<file path="src/rtl/parity_engine.sv">
// parity_engine: serial 16550-style parity generator / checker.
// Optional PARITY_ERR_CNT_EN adds a saturating 8-bit parity error counter.
module parity_engine #(
  parameter int MAX_DATA_LENGTH = 8
) (
  input  logic                       i_sys_clk,
  input  logic                       i_sys_rst_n,
  input  logic                       i_start,
  input  logic                       i_bit_valid,
  input  logic                       i_bit,
  input  logic [1:0]                 i_word_len,
  input  logic                       i_pen,
  input  logic                       i_eps,
  input  logic                       i_stick,
  input  logic                       i_check,
  input  logic                       i_err_clr,
  output logic                       o_busy,
  output logic                       o_done,
  output logic                       o_parity_bit,
  output logic [MAX_DATA_LENGTH-1:0] o_data,
  output logic                       o_parity_err,
  output logic [7:0]                 o_err_cnt
);

  localparam logic [1:0] IDLE   = 2'd0;
  localparam logic [1:0] DATA   = 2'd1;
  localparam logic [1:0] PARITY = 2'd2;
  localparam logic [1:0] DONE   = 2'd3;

  localparam logic [3:0] MAX_LEN = 4'(MAX_DATA_LENGTH);

  logic [1:0]                 state_q;
  logic [3:0]                 len_q;
  logic [3:0]                 cnt_q;
  logic                       pen_q;
  logic                       eps_q;
  logic                       stick_q;
  logic                       chk_q;
  logic                       acc_q;
  logic                       par_q;
  logic [MAX_DATA_LENGTH-1:0] data_q;
  logic                       err_q;

  logic [3:0] len_w;
  logic       acc_nx;
  logic       par_calc;
  logic       last_bit;
  logic       err_set;

  // active length, clamped to the widest supported character
  always_comb begin
    len_w = 4'd5 + {2'b00, i_word_len};
    if (len_w > MAX_LEN) len_w = MAX_LEN;
  end

  // parity of the data including the bit arriving this cycle
  always_comb begin
    acc_nx   = acc_q ^ i_bit;
    par_calc = 1'b0;
    if (pen_q) begin
      if (stick_q)    par_calc = ~eps_q;
      else if (eps_q) par_calc = acc_nx;
      else            par_calc = ~acc_nx;
    end
  end

  assign last_bit = (cnt_q == len_q - 4'd1);

  assign err_set = (state_q == PARITY) && i_bit_valid && !i_start &&
                   chk_q && pen_q && (i_bit != par_q);

  // character FSM, shift assembly and parity accumulation
  always_ff @(posedge i_sys_clk or negedge i_sys_rst_n) begin
    if (!i_sys_rst_n) begin
      state_q <= IDLE;
      len_q   <= 4'd0;
      cnt_q   <= 4'd0;
      pen_q   <= 1'b0;
      eps_q   <= 1'b0;
      stick_q <= 1'b0;
      chk_q   <= 1'b0;
      acc_q   <= 1'b0;
      par_q   <= 1'b0;
      data_q  <= '0;
    end else if (i_start) begin
      state_q <= DATA;
      len_q   <= len_w;
      cnt_q   <= 4'd0;
      pen_q   <= i_pen;
      eps_q   <= i_eps;
      stick_q <= i_stick;
      chk_q   <= i_check;
      acc_q   <= 1'b0;
      par_q   <= 1'b0;
      data_q  <= '0;
    end else begin
      case (state_q)
        DATA: begin
          if (i_bit_valid) begin
            acc_q  <= acc_nx;
            data_q <= data_q |
                      (MAX_DATA_LENGTH'(i_bit) << cnt_q);
            cnt_q  <= cnt_q + 4'd1;
            if (last_bit) begin
              par_q   <= par_calc;
              state_q <= (chk_q && pen_q) ? PARITY : DONE;
            end
          end
        end
        PARITY: begin
          if (i_bit_valid) state_q <= DONE;
        end
        DONE:    state_q <= IDLE;
        default: state_q <= IDLE;
      endcase
    end
  end

  // sticky error flag; a new error wins over a clear
  always_ff @(posedge i_sys_clk or negedge i_sys_rst_n) begin
    if (!i_sys_rst_n)   err_q <= 1'b0;
    else if (err_set)   err_q <= 1'b1;
    else if (i_err_clr) err_q <= 1'b0;
  end

`ifdef PARITY_ERR_CNT_EN
  logic [7:0] cnt_err_q;

  // saturating error count; error with clear restarts at one
  always_ff @(posedge i_sys_clk or negedge i_sys_rst_n) begin
    if (!i_sys_rst_n) begin
      cnt_err_q <= 8'd0;
    end else if (err_set) begin
      if (i_err_clr)               cnt_err_q <= 8'd1;
      else if (cnt_err_q != 8'hFF) cnt_err_q <= cnt_err_q + 8'd1;
    end else if (i_err_clr) begin
      cnt_err_q <= 8'd0;
    end
  end

  assign o_err_cnt = cnt_err_q;
`else
  assign o_err_cnt = 8'd0;
`endif

  assign o_busy       = (state_q == DATA) || (state_q == PARITY);
  assign o_done       = (state_q == DONE);
  assign o_parity_bit = par_q;
  assign o_data       = data_q;
  assign o_parity_err = err_q;

endmodule

</file>
<file path="config.mk">
export PLATFORM = sky130hd
export DESIGN_NAME = parity_engine
export DESIGN_NICKNAME = d
export VERILOG_FILES = /design/src/rtl/parity_engine.sv
export SDC_FILE = /design/constraint.sdc
export NUM_CORES = 1
export LEC_CHECK = 0
export ABC_AREA = 1
export CAP_MARGIN = 20
export CORE_UTILIZATION = 52
export CTS_CLUSTER_DIAMETER = 80
export DETAILED_ROUTE_END_ITERATION = 6
export HOLD_SLACK_MARGIN = 0.03
export MAX_ROUTING_LAYER = met4
export PLACE_DENSITY = 0.83
export SYNTH_ARGS = -nofsm -noshare
export SYNTH_HDL_FRONTEND = slang
export SYNTH_SLANG_ARGS = --single-unit
</file>
<file path="constraint.sdc">
create_clock -name i_sys_clk -period 3.03 [get_ports i_sys_clk]
set_input_delay 0.606 -clock i_sys_clk [delete_from_list [all_inputs] [get_ports i_sys_clk]]
set_output_delay 0.606 -clock i_sys_clk [all_outputs]
set_load 0.02 [all_outputs]
</file>
==> impl_metrics.json <==
{
  "status": "completed",
  "met3_usage": 0.0377,
  "r2r_setup_slack_ns": 1.41,
  "fill_cells": 200,
  "syn_area_per_cell_um2": 8.08,
  "synth_most_common_cell": "nand2_1",
  "synth_area_mm2": 0.00133,
  "cts.sinks": 25,
  "timing.critical_path.depth": 4,
  "holdBufCountCts": 0,
  "drcViolationCount": 0,
  "wl_per_cell_um": 12.8,
  "regArea_um2": 626,
  "synth-main-ff-cell": "dfrtp_1",
  "die_h_um": 52.6,
  "ys_types": 23,
  "grt_overflow": 0,
  "path_delay_family": "buffers and inverters",
  "synth_top_cell_by_area": "dfrtp_1",
  "min_period_over_period": 0.800,
  "r2r-start": "len_q[0]$_DFFE_PN0P_",
  "endpoint": "o_busy",
  "peakVddDrop_v": 0.000432,
  "dr.first_iter.drc_count": 36,
  "dieWidth_um": 52.6,
  "grt_max_degree": 26,
  "drv_slew": 0,
  "clock_skew_ns": 0.00115,
  "dpl.hpwl_mm": 2.02,
  "critical_path_buf_inv_count": 3,
  "hold_viol": 0,
  "worst-path-max-fanout": 4,
  "reg2reg_depth": 10,
  "root_buffer": "clkbuf_4",
  "setup.worst_path.start_class": "flip-flop",
  "rows": 17,
  "yosys_warnings": 0,
  "drive_gt1_frac": 0.0684,
  "synth_top_area_share": 0.469,
  "gr-usage-met2": 0.426,
  "hold_class": "flip-flop to flip-flop",
  "cts_resized": 0,
  "routed_wl_mm": 2.80,
  "power_density_mw_per_mm2": 588,
  "async_flop_share": 1.00,
  "drt_first_pass_iters": 4,
  "setup_ws_ns": 0.607,
  "finalSetupViolations": 0,
  "met1_usage": 0.281,
  "num_vias": 1162,
  "crit_type": "flip-flop to output pin",
  "end_kind": "output pin",
  "period_minus_slack_ns": 2.42,
  "grt_antenna_before_repair": 0,
  "grt_usage": 0.242,
  "nets": 210,
  "worstPathRequired_ns": 2.42,
  "crit_top_cell": "inv_1",
  "fp.coreArea_mm2": 0.00232,
  "cp_slowest_stage_delay_ns": 0.60,
  "synth_edf_count": 0,
  "n_antenna_cell": 0,
  "cp_slowest_cell": "clkdlybuf4s50_1",
  "clk_pin_slew_ns": 0.13,
  "detail-route-antenna-nets": 0,
  "setup-tns-final_ns": 0,
  "synth_seq_cells": 25,
  "crit_chain": "inv_1, ha_1, inv_1, clkdlybuf4s50_1",
  "max-cap-violations": 0,
  "area_growth_pct": 19.6,
  "max_freq_ghz": 0.413,
  "cp_data_arrival_time_ns": 1.82,
  "synthTopCellsByCount": "36 x nand2_1, 25 x dfrtp_1, 16 x inv_1",
  "p_leak_uw": 0.000796,
  "cts_tree": "built",
  "start_util": 0.575,
  "multi_input_area_um2": 583,
  "h-tree-depth": 1,
  "synthCells": 165,
  "post_cts_buffers": 0,
  "totalPowerFinal_uw": 937,
  "die-area_mm2": 0.00277,
  "rsz0062_at_grt": "no",
  "grt_pass1_wl_mm": 4.74,
  "portBuffers": 23,
  "startpoint": "state_q[0]$_DFFE_PN0P_",
  "io_pins": 32,
  "synth_area_leaders": "dfrtp_1 47%, nand2_1 10%, ha_1 6.6%, a21oi_1 4.5%, nand3_1 4.5%",
  "place_ws_ns": 0.808,
  "yosysSeqAreaShare": 0.469,
  "place.gp.congestion": 0.837,
  "cts_max_path_buffers": 2,
  "vias_per_cell": 5.33,
  "grt_pass1_vias": 1086,
  "cts_buffers": 3,
  "timing.rr.end": "state_q[0]$_DFFE_PN0P_",
  "clk_latency_ns": 0.32,
  "top_usage_layer": "met2"
}
stage by stage:
stage	hold slack [ns]	std cells	instance area [um2]	util
after global placement	0.483	214	1570	0.676
after detailed placement	0.484	214	1570	0.676
after floorplan	0.310	172	1360	-
after CTS	0.516	218	1590	0.688
final	0.515	218	1590	0.688
after global routing	0.546	218	1590	0.688
state kept, by name, summed over array words and instances (netlist names):
| signal | flops |
|---|---|
| cnt_q | 4 |
| acc_q | 1 |
| eps_q | 1 |
| len_q | 4 |
| state_q | 2 |
| o_data | 8 |
| stick_q | 1 |
| o_parity_bit | 1 |
| chk_q | 1 |
| pen_q | 1 |
| o_parity_err | 1 |
cell usage in the layout, fill, tap and decap left out, types with 2 or more instances in the layout:
cell             instances
nor3_1                   4
inv_2                    5
nand2_1                 36
xor2_1                   3
o22ai_1                  2
buf_4                    2
ha_1                     7
inv_1                   16
a21oi_1                 12
clkdlybuf4s50_1         23
dfrtp_1                 25
nor2_1                  13
o21ai_0                 10
nand3_1                 12
clkbuf_4                 3
conb_1                   8
how the worst min path moves through the flow:
| stage | start | end | slack (ns) | cells after the start |
|---|---|---|---|---|
| 2_1_floorplan | i_sys_rst_n | acc_q$_DFFE_PN0P_ | 0.31 | 0 |
| 3_3_place_gp | o_data[4]$_DFFE_PN0P_ | o_data[4]$_DFFE_PN0P_ | 0.48 | 2 |
| 3_5_place_dp | chk_q$_DFFE_PN0P_ | chk_q$_DFFE_PN0P_ | 0.48 | 2 |
| 4_1_cts | chk_q$_DFFE_PN0P_ | chk_q$_DFFE_PN0P_ | 0.52 | 2 |
| 5_1_grt | acc_q$_DFFE_PN0P_ | acc_q$_DFFE_PN0P_ | 0.55 | 2 |
| 6_report | chk_q$_DFFE_PN0P_ | chk_q$_DFFE_PN0P_ | 0.52 | 2 |
layer usage:
layer / share of wire / vias to the layer above
li1: - / 559
met1: 0.42 / 553
met2: 0.52 / 45
met3: 0.051 / 5
met4: 0.012 / 0
met5: 0 / -
worst register-to-register path: cells and delay by family (launching register included):
kind                     cells  cell delay [ns]
XOR/XNOR                     1             0.13
flip-flops                   1             0.41
adder cells (fa/ha/maj)      1             0.25
buffers and inverters        1             0.12
AND/OR/NAND/NOR              7             0.61
cell type report:
cell class	count	area share
multi-input cells	115	0.366
well taps	28	0.0220
repair buffers	25	0.154
inverters	21	0.0495
clock buffers	4	0.0165
flip-flops and latches	25	0.392
where the power goes:
group | switching [uW] | internal (uW)
Sequential | 49.0 | 379
Combinational | 212 | 147
Clock | 98.6 | 51.6
Total | 360 | 577
cell families after synthesis:
logic type	Yosys count	share of synthesized area
and+or+nand+nor	71	0.229
buffers and inverters	32	0.113
AOI/OAI and AO/OA	26	0.100
DFF	25	0.469
adders and majority gates	7	0.0657
xor gates and xnor gates	3	0.0197
other	1	0.00281
(Power assumes the default switching activity.)
